**config.mk**
```make
export PLATFORM = sky130hd
export DESIGN_NAME = lcd_bus_monitor
export DESIGN_NICKNAME = d
export VERILOG_FILES = /design/src/rtl/lcd_bus_monitor.sv
export SDC_FILE = /design/constraint.sdc
export NUM_CORES = 1
export LEC_CHECK = 0
export CAP_MARGIN = 25
export CORE_ASPECT_RATIO = 0.6
export CORE_MARGIN = 4
export CORE_UTILIZATION = 45
export DETAILED_ROUTE_END_ITERATION = 8
export SKIP_LAST_GASP = 1
export SYNTH_ARGS = -nofsm -noshare
export SYNTH_HDL_FRONTEND = slang
export SYNTH_SLANG_ARGS = --single-unit
```
**constraint.sdc**
```tcl
create_clock -name clk -period 2.7 [get_ports clk]
set_input_delay 0.405 -clock clk [delete_from_list [all_inputs] [get_ports clk]]
set_output_delay 0.405 -clock clk [all_outputs]
set_load 0.005 [all_outputs]
```
**src/rtl/lcd_bus_monitor.sv**
```systemverilog
// Passive HD44780 write decoder with a 2x16 DDRAM mirror, cursor/entry/display tracking.
// Define LCD_MON_BUSY_EN to model controller busy time and flag writes that arrive while busy.
module lcd_bus_monitor #(
  parameter int SYNC_STAGES = 2,
  parameter int BUSY_CYC    = 2000,
  parameter int CLR_CYC     = 82000
) (
  input  logic       clk,
  input  logic       rst,
  input  logic       E,
  input  logic       RW,
  input  logic       RS,
  input  logic [7:0] lcd,
  input  logic [4:0] rd_addr,
  output logic [7:0] rd_data,
  output logic       char_valid,
  output logic       cmd_valid,
  output logic [7:0] cmd_code,
  output logic [4:0] cursor,
  output logic       disp_on,
  output logic       busy,
  input  logic       clr_ovr,
  output logic       overrun
);
  logic [SYNC_STAGES:0]      e_q;
  logic [SYNC_STAGES:0][9:0] bus_q;
  logic [7:0] mem [32];

  logic [7:0] rd_data_q, cmd_code_q, cmd_code_d;
  logic       char_valid_q, char_valid_d, cmd_valid_q, cmd_valid_d;
  logic [4:0] cursor_q, cursor_d, fidx_q, fidx_d;
  logic       disp_on_q, disp_on_d, id_q, id_d, fill_q, fill_d, ovr_q, ovr_d;
  logic       e_fall, rw_s, rs_s, wr_req, accept, busy_w, load_busy, load_clr, we;
  logic [7:0] byte_s, wdata;
  logic [4:0] waddr;

  // RW/RS/lcd run one stage deeper than E so the captured byte predates the E fall.
  always_ff @(posedge clk or posedge rst)
    if (rst) begin
      e_q   <= '0;
      bus_q <= '0;
    end else begin
      e_q   <= {e_q[SYNC_STAGES-1:0], E};
      bus_q <= {bus_q[SYNC_STAGES-1:0], {RW, RS, lcd}};
    end

  always_comb begin
    e_fall       = e_q[SYNC_STAGES] & ~e_q[SYNC_STAGES-1];
    {rw_s, rs_s, byte_s} = bus_q[SYNC_STAGES];
    wr_req       = e_fall & ~rw_s;
    accept       = wr_req & ~busy_w;
    load_busy    = accept;
    load_clr     = 1'b0;
    cursor_d     = cursor_q;
    cmd_code_d   = cmd_code_q;
    disp_on_d    = disp_on_q;
    id_d         = id_q;
    char_valid_d = 1'b0;
    cmd_valid_d  = 1'b0;
    fill_d       = fill_q;
    fidx_d       = fidx_q;
    we           = 1'b0;
    waddr        = fidx_q;
    wdata        = 8'h20;
    if (fill_q) begin
      we     = 1'b1;
      fidx_d = fidx_q + 5'd1;
      if (fidx_q == 5'd31) fill_d = 1'b0;
    end
    if (accept && rs_s) begin
      we           = 1'b1;
      waddr        = cursor_q;
      wdata        = byte_s;
      cursor_d     = id_q ? cursor_q + 5'd1 : cursor_q - 5'd1;
      char_valid_d = 1'b1;
    end else if (accept) begin
      cmd_valid_d = 1'b1;
      cmd_code_d  = byte_s;
      casez (byte_s)
        8'b1???????: if (byte_s[5:4] == 2'b00) cursor_d = {byte_s[6], byte_s[3:0]};
        8'b01??????, 8'b001?????: ;
        8'b0001????: if (!byte_s[3]) cursor_d = byte_s[2] ? cursor_q + 5'd1 : cursor_q - 5'd1;
        8'b00001???: disp_on_d = byte_s[2];
        8'b000001??: id_d = byte_s[1];
        8'b0000001?: cursor_d = '0;
        8'b00000001: begin
          cursor_d = '0;
          id_d     = 1'b1;
          fill_d   = 1'b1;
          fidx_d   = '0;
          load_clr = 1'b1;
        end
        default: ;
      endcase
    end
  end

`ifdef LCD_MON_BUSY_EN
  localparam int CMAX = (BUSY_CYC > CLR_CYC) ? BUSY_CYC : CLR_CYC;
  localparam int CW   = $clog2(CMAX + 1);
  logic [CW-1:0] cnt_q, cnt_d;

  always_comb begin
    cnt_d = (cnt_q != '0) ? cnt_q - CW'(1) : cnt_q;
    if (load_clr)       cnt_d = CW'(CLR_CYC);
    else if (load_busy) cnt_d = CW'(BUSY_CYC);
  end

  always_ff @(posedge clk or posedge rst)
    if (rst) cnt_q <= '0;
    else     cnt_q <= cnt_d;

  assign busy_w = fill_q | (cnt_q != '0);

  // A drop in the same cycle as clr_ovr keeps the flag set.
  always_comb begin
    ovr_d = ovr_q;
    if (clr_ovr)          ovr_d = 1'b0;
    if (wr_req && busy_w) ovr_d = 1'b1;
  end
`else
  logic unused_cfg;
  assign unused_cfg = clr_ovr ^ load_busy ^ (BUSY_CYC > CLR_CYC);
  assign busy_w     = fill_q;
  assign ovr_d      = 1'b0;
`endif

  always_ff @(posedge clk or posedge rst)
    if (rst) begin
      rd_data_q    <= 8'h00;
      char_valid_q <= 1'b0;
      cmd_valid_q  <= 1'b0;
      cmd_code_q   <= 8'h00;
      cursor_q     <= '0;
      disp_on_q    <= 1'b0;
      id_q         <= 1'b1;
      fill_q       <= 1'b1;
      fidx_q       <= '0;
      ovr_q        <= 1'b0;
    end else begin
      rd_data_q    <= mem[rd_addr];
      char_valid_q <= char_valid_d;
      cmd_valid_q  <= cmd_valid_d;
      cmd_code_q   <= cmd_code_d;
      cursor_q     <= cursor_d;
      disp_on_q    <= disp_on_d;
      id_q         <= id_d;
      fill_q       <= fill_d;
      fidx_q       <= fidx_d;
      ovr_q        <= ovr_d;
    end

  // Mirror contents survive reset; the post-reset fill rewrites them.
  always_ff @(posedge clk)
    if (we) mem[waddr] <= wdata;

  assign rd_data    = rd_data_q;
  assign char_valid = char_valid_q;
  assign cmd_valid  = cmd_valid_q;
  assign cmd_code   = cmd_code_q;
  assign cursor     = cursor_q;
  assign disp_on    = disp_on_q;
  assign busy       = busy_w;
  assign overrun    = ovr_q;
endmodule

```
==> results.toml, run 1 <==
[clocking]
cts_buffers = 30
cts_resized = 0
cts_sinks = 320
tritoncts = "built"
clkTransAtPathRegs_ns = 0.06
cts.path.max_buffers = 3
hold_buffers = 0
post_cts.repair.setup_buffers = 0
cts_root_buf = "clkbuf_16"
cts_max_level = 1
clk_latency_ns = 0.56

[sta]
hold_viol = 0
relSlewSlack = 0.434
post-route-period-util = 0.922
fmax_mhz = 402
setup_viol = 0
setup_slack_ns = 0.212
setup_tns_ns = 0
rsz0062_at_grt = "no"
finalCriticalPeriod_ns = 2.49
tightest_slew_ns = 0.846
fin_skew_ns = 0.00944
maxSlewViolCount = 0

[power_and_ir_drop]
clock_power_share = 0.390
swShare = 0.224
vdd_ir_drop_max_mv = 0.619
powerDensity_nw_per_um2 = 705
p_total_uw = 10300
power.static_leakage_uw = 0.00511
p_seq_frac = 0.531
p_int_uw = 8030
switchingPower_uw = 2310
pwr-share-comb = 0.079

[worst_setup_path]
worst_setup_path_end_kind = "register"
crit_type = "register to register"
worstPathMaxFanout = 8
start_kind = "register"
arrival_ns = 2.68
worstPathRequired_ns = 2.89

[floorplanning]
fp-row-count = 46
pin_count = 45
start_util = 0.465
core_sq_um = 26900
die_height_microns = 137
fp.dieW_microns = 223
design.die.area_sq_um = 30700

[synthesis]
ys_types = 53
synthFlopType = "edfxtp_1"
avgSynthCellArea_sq_um = 19.8
ys_seq_elements = 320
yosysSeqAreaShare = 0.741
synth_area_sq_um = 12500
synth_cells = 632
synth_edf_count = 256
async_flop_share = 0.200
yosys_warnings = 0
synth.net_count = 655

[run]
drv_cap = 0

[finish]
diodes = 0
drive_gt1_frac = 0.297
final_common_cell = "edfxtp_1"
syn_to_final_growth_pct = 17.1
final_cells = 1112
utilization = 0.545
fin_nets = 752
layout.cells.most_common_list = "edfxtp_1, mux4_2, dfrtp_1, buf_4, nor2_1"

[placed_design]
placement.io_buffers = 42
dp_hpwl_microns = 18200
gp_congestion = 0.882
pre_cts_ws_ns = 0.165
place_inst = 1057

[drt]
route.detailed.drc = 0
final_antenna_net_count = 0
drtIter0Drc = 655
drt-vias-per-instance = 5.78
routed-via-count = 6430
drt_wl_total_microns = 27900
wire_per_inst_microns = 25.1
firstDrtPassIters = 4

[grt]
grt_max_degree = 65
antenna_found_initial = 2
grt-ovfl-total = 0
grt_pass1_vias = 6450
grt_usage = 0.184
grt_pass1_wl_microns = 41500

[outcome]
status = "complete, no violations"

[worst_hold_path]
hold_path.class = "primary input to async pin"
[flip-flops by register name, indices dropped and copies added (netlist names)]
| register | count |
|---|---|
| mem | 256 |
| bus_q | 30 |
| cmd_code | 8 |
| rd_data | 8 |
| cursor | 5 |
| fidx_q | 5 |
| e_q | 3 |
| busy | 1 |
| char_valid | 1 |
| cmd_valid | 1 |
| disp_on | 1 |
| id_q | 1 |
[metrics by stage]
stage / cell area, sq um / hold slack [ns]
2_1_floorplan: 12500 / 0.331
3_3_place_gp: 13700 / 0.334
3_5_place_dp: 13700 / 0.335
4_1_cts: 14700 / 0.232
5_1_grt: 14700 / 0.251
6_report: 14700 / 0.239
[kinds of logic after synthesis]
family / share of synthesized area
adders and majority gates: 0.00399
AOI/OAI and AO/OA: 0.0237
buffers and inverters: 0.0175
and+or+nand+nor: 0.0459
muxes: 0.163
DFF: 0.741
other: 0.000299
xor gates and xnor gates: 0.00419
[layer usage]
metal	wire (microns)	track usage	up-vias
met4	299	0.0298	0
met3	2450	0.0579	26
li1	-	-	2746
met2	12000	0.262	219
met5	0	0	-
met1	13100	0.287	3439
[power by group through the flow]
stage	sequential [uW]	clock [uW]	combinational, uW
2_1_floorplan	5550	0	489
5_1_grt	5510	4330	881
3_3_place_gp	5590	0	797
3_5_place_dp	5600	0	820
6_report	5500	4030	817
4_1_cts	5490	4120	823
[worst paths after layout]
path / from / endpoint / slack [ns] / depth (start not counted)
min in group clk: lcd[2] / bus_q[2] / 0.28 / 1
max in group asynchronous: rst / busy / 2.13 / 3
min reg2reg: bus_q[4] / bus_q[14] / 0.34 / 0
max: e_q[1] / mem[21][3] / 0.21 / 7
max reg2reg: e_q[1] / mem[21][3] / 0.21 / 7
min: rst / bus_q[16] / 0.24 / 3
[critical path, cell delays in order (launching register included)]
cell     delay [ns]
dfrtp_1        0.40
nor4b_4        0.27
nand2_1        0.14
inv_1          0.17
buf_4          0.19
a31oi_1        0.09
buf_4          0.22
nor2_1         0.64
[layout make-up]
| cell class | count | area, sq um |
|---|---|---|
| fillers | 2069 | 12300 |
| flip-flops and latches | 320 | 9290 |
| multi-input cells | 264 | 3030 |
| repair buffers | 102 | 921 |
| clock buffers | 34 | 788 |
| well taps | 360 | 450 |
| clock inverters | 21 | 159 |
| inverters | 11 | 41.3 |
[cells in the mapped netlist, drive strengths merged (5+ instances only)]
cell type  instances  area, sq um
edfxtp           256         7690
mux4              80         1800
dfrtp             62         1550
nor2              51          191
clkbuf            19         71.3
mux2              19          214
buf               18          106
inv               11         41.3
nand2             10         37.5
a21oi              7         35.0
a31oi              7         43.8
and3               7         43.8
nor4b              6         67.6
o21ai              6         30.0
nand3              5         25.0
nor3               5         25.0
nor4               5         31.3
Power figures use the tool's default switching activity.
==> run 2: changes to the inputs <==
--- a/config.mk
+++ b/config.mk
@@ -5,7 +5,7 @@
 export SDC_FILE = /design/constraint.sdc
 export NUM_CORES = 1
 export LEC_CHECK = 0
-export CAP_MARGIN = 25
+export CAP_MARGIN = 20
 export CORE_ASPECT_RATIO = 0.6
 export CORE_MARGIN = 4
 export CORE_UTILIZATION = 45
==> results.toml, run 2 (synthesis gave the netlist of run 1 again) <==
[floorplanning]
start_util = 0.465
fp.dieW_microns = 223
fp-row-count = 46
die_height_microns = 137
core_sq_um = 26900
design.die.area_sq_um = 30700
pin_count = 45

[clocking]
cts_sinks = 320
cts_max_level = 1
cts.path.max_buffers = 3
cts_buffers = 30
clkTransAtPathRegs_ns = 0.06
cts_resized = 0
post_cts.repair.setup_buffers = 0
cts_root_buf = "clkbuf_16"
tritoncts = "built"
clk_latency_ns = 0.56
hold_buffers = 0

[worst_setup_path]
worstPathMaxFanout = 8
start_kind = "register"
path_buf_inv = 3
r2r-start = "e_q[1]"
slowest_delay_ns = 0.65
startpoint = "e_q[1]"
worst_setup_path_end_kind = "register"
arrival_ns = 2.70
worstPathRequired_ns = 2.88
reg2reg_to = "mem[21][0]"
worstPathCellList = "nor4b_4 > nand2_1 > inv_1 > buf_4 > a31oi_1 > buf_4 > nor2_1"
crit_type = "register to register"
critical_path.most_common_cell = "buf_4"
rrSetupSlack_ns = 0.18
crit_cells = 7
endpoint = "mem[21][0]"
ff2ff_path_depth = 7
critPathTopFamily = "simple AND/OR/NAND/NOR gates"
crit_slowest_cell = "nor2_1"

[grt]
grt_pass1_wl_microns = 41300
grt-ovfl-total = 0
grt_pass1_vias = 6306
antenna_found_initial = 1
grt_max_degree = 65
grt_usage = 0.183

[finish]
layout.cells.most_common_list = "edfxtp_1, mux4_2, dfrtp_1, buf_4, nor2_1"
multi_input_area_sq_um = 3030
final_common_cell = "edfxtp_1"
largest_reg_flops = 256
drive_gt1_frac = 0.288
fill_cells = 2087
final-seq-area_sq_um = 9290
top_register = "mem"
fin_nets = 752
top_regs = "mem: 256 flops, bus_q: 30 flops"
diodes = 0
syn_to_final_growth_pct = 17.2
final_cells = 1113

[sta]
setup_tns_ns = 0
maxSlewViolCount = 0
rsz0062_at_grt = "no"
fmax_mhz = 398
tightest_slew_ns = 0.881
fin_skew_ns = 0.00932
relSlewSlack = 0.410
post-route-period-util = 0.932
hold_viol = 0
setup_viol = 0
finalCriticalPeriod_ns = 2.52

[drt]
drt_wl_total_microns = 27600
final_antenna_net_count = 0
drtIter0Drc = 580
drt-vias-per-instance = 5.74
firstDrtPassIters = 7
wire_per_inst_microns = 24.8
routed-via-count = 6392
route.detailed.drc = 0

[run]
drv_cap = 0

[outcome]
status = "complete, no violations"

[placed_design]
gp_congestion = 0.882
dp_hpwl_microns = 18100
place_inst = 1056
placement.io_buffers = 42

[worst_hold_path]
hold_path.class = "primary input to async pin"

[power_and_ir_drop]
power.static_leakage_uw = 0.00510
powerDensity_nw_per_um2 = 703
vdd_ir_drop_max_mv = 0.482
run 2: cell types whose count changed in the layout (fill, tap and decap cells not counted), moves of 2 or more:
| cell | delta |
|---|---|
| clkinv_1 | +5 |
| clkbuf_1 | +2 |
| clkbuf_2 | -2 |
| clkbuf_8 | -2 |
| inv_4 | -2 |
run 2: per-layer routing:
layer  vias to the layer above  track usage  routed length, microns
met2                       220        0.256                   11600
met3                        32       0.0520                    2380
met4                         0       0.0281                     406
met1                      3393        0.293                   13200
met5                         -            0                       0
li1                       2747            -                       -
run 2: layout make-up:
type	instances	share of cell area
multi-input cells	264	0.206
clock buffers	32	0.0516
clock inverters	24	0.0124
well taps	360	0.0307
flip-flops and latches	320	0.633
inverters	11	0.00281
repair buffers	102	0.0636
run 2: report_power, final:
part           internal, uW  switching [uW]  total (uW)
combinational           433             382         815
clock                  2230            1780        4010
sequential             5390             110        5500
run 2: worst min-delay path by stage:
stage | from | to | slack, ns | depth (start not counted)
CTS | rst | bus_q[24] | 0.23 | 3
global route | rst | bus_q[2] | 0.26 | 3
global placement | bus_q[11] | bus_q[21] | 0.33 | 0
floorplan | bus_q[0] | bus_q[10] | 0.33 | 0
finish | rst | bus_q[6] | 0.24 | 3
detailed placement | bus_q[7] | bus_q[17] | 0.33 | 0
run 2: worst register-to-register path, cell delays in order, from the launching register on:
cell and delay, ns:
dfrtp_1 0.40, nor4b_4 0.27, nand2_1 0.14, inv_1 0.17, buf_4 0.20, a31oi_1 0.09, buf_4 0.22, nor2_1 0.66
run 2: stage by stage:
stage                     setup WS, ns  hold WS (ns)  total power [uW]  utilization  cell area, sq um
after floorplan                  0.260         0.331              6040            -             12500
after CTS                        0.158         0.235             10400        0.544             14700
after global routing            0.0424         0.255             10700        0.545             14700
after global placement           0.199         0.334              6380        0.509             13700
after detailed placement         0.169         0.335              6420        0.509             13700
final                            0.184         0.235             10300        0.545             14700
==> run 3: changes to the inputs <==
--- a/config.mk
+++ b/config.mk
@@ -6,11 +6,10 @@
 export NUM_CORES = 1
 export LEC_CHECK = 0
 export CAP_MARGIN = 20
-export CORE_ASPECT_RATIO = 0.6
+export CORE_ASPECT_RATIO = 0.7
 export CORE_MARGIN = 4
 export CORE_UTILIZATION = 45
 export DETAILED_ROUTE_END_ITERATION = 8
-export SKIP_LAST_GASP = 1
 export SYNTH_ARGS = -nofsm -noshare
 export SYNTH_HDL_FRONTEND = slang
 export SYNTH_SLANG_ARGS = --single-unit
==> results.toml, run 3 (synthesis gave the netlist of run 1 again) <==
[grt]
grt_usage = 0.178
antenna_found_initial = 1
grt_max_degree = 65
grt-ovfl-total = 0
grt_pass1_vias = 6459
grt_pass1_wl_microns = 41400

[floorplanning]
fp-row-count = 50
core_sq_um = 27100
design.die.area_sq_um = 30600
start_util = 0.463
fp.dieW_microns = 207
die_height_microns = 148
pin_count = 45

[worst_setup_path]
worstPathCellList = "nor4b_4 > nand2_1 > inv_1 > a31oi_1 > nor2_1"
slowest_delay_ns = 0.78
start_kind = "register"
reg2reg_to = "mem[12][2]"
crit_slowest_cell = "nor2_1"
worst_setup_path_end_kind = "register"
r2r-start = "e_q[1]"
rrSetupSlack_ns = 0.13
worstPathMaxFanout = 13
worstPathRequired_ns = 2.89
arrival_ns = 2.77
ff2ff_path_depth = 5
crit_type = "register to register"

[clocking]
hold_buffers = 0
cts_buffers = 31
cts_root_buf = "clkbuf_16"
clk_latency_ns = 0.57
cts_resized = 0
cts_sinks = 320
post_cts.repair.setup_buffers = 0
clkTransAtPathRegs_ns = 0.06
tritoncts = "built"
cts_max_level = 1
cts.path.max_buffers = 3

[drt]
route.detailed.drc = 0
drt-vias-per-instance = 5.66
final_antenna_net_count = 0
routed-via-count = 6326
drtIter0Drc = 550
firstDrtPassIters = 5
drt_wl_total_microns = 26800
wire_per_inst_microns = 24.0

[finish]
top_register = "mem"
largest_reg_flops = 256
final_cells = 1117
diodes = 0
drive_gt1_frac = 0.296
fin_nets = 751
top_regs = "mem: 256 flops, bus_q: 30 flops"
layout.cells.most_common_list = "edfxtp_1, mux4_2, dfrtp_1, buf_4, nor2_1"
final_common_cell = "edfxtp_1"
syn_to_final_growth_pct = 18.0

[sta]
setup_viol = 0
hold_ws_ns = 0.233
setup_tns_ns = 0
rsz0062_at_grt = "no"
fmax_mhz = 388
setup_slack_ns = 0.126
relSlewSlack = 0.390
post-route-period-util = 0.953
maxSlewViolCount = 0
fin_skew_ns = 0.0209
finalCriticalPeriod_ns = 2.57
tightest_slew_ns = 0.911
hold_viol = 0

[power_and_ir_drop]
p_total_uw = 10600
power.static_leakage_uw = 0.00517
vdd_ir_drop_max_mv = 0.505
powerDensity_nw_per_um2 = 718

[placed_design]
placement.io_buffers = 42
dp_hpwl_microns = 17100
pre_cts_ws_ns = 0.154
gp_congestion = 0.783
place_inst = 1059

[worst_hold_path]
hold_path.class = "primary input to async pin"

[outcome]
status = "complete, no violations"

[run]
drv_cap = 0
==> run 3: cell type report <==
type	instances	area, sq um
clock buffers	44	937
clock inverters	14	120
fillers	2043	12300
inverters	11	41.3
multi-input cells	264	3030
flip-flops and latches	320	9290
well taps	364	455
repair buffers	100	911
==> run 3: how the worst max path moves through the flow <==
stage                 endpoint  cells past startpoint  startpoint
floorplan            mem[0][2]                      5        busy
global placement    mem[12][4]                      5      e_q[1]
detailed placement  mem[12][1]                      5      e_q[1]
CTS                 mem[12][5]                      5      e_q[1]
global route        mem[12][2]                      6      e_q[1]
finish              mem[12][2]                      5      e_q[1]
==> run 3: worst max-delay path, delay by kind of cell (launching register included) <==
kind            cells  cell delay (ns)
compound gates      1             0.30
buf+inv             1             0.33
flops               1             0.40
simple gates        3             1.17
==> run 3: per-layer routing <==
layer  up-vias  global-route usage  routed length, microns
li1       2747                   -                       -
met1      3330               0.283                   12500
met2       212               0.264                   11800
met3        37              0.0325                    2020
met4         0              0.0304                     396
met5         -                   0                       0
==> run 3: stage by stage <==
step | instance area (sq um) | util
floorplan | 12500 | -
global placement | 13700 | 0.507
detailed placement | 13700 | 0.507
CTS | 14800 | 0.546
global route | 14800 | 0.546
finish | 14800 | 0.546
==> run 3: power by group <==
part           internal (uW)  leakage, uW  switching (uW)
sequential              5390      0.00318             132
combinational            419      0.00145             339
clock                   2530     0.000535            1810
total                   8330      0.00517            2280
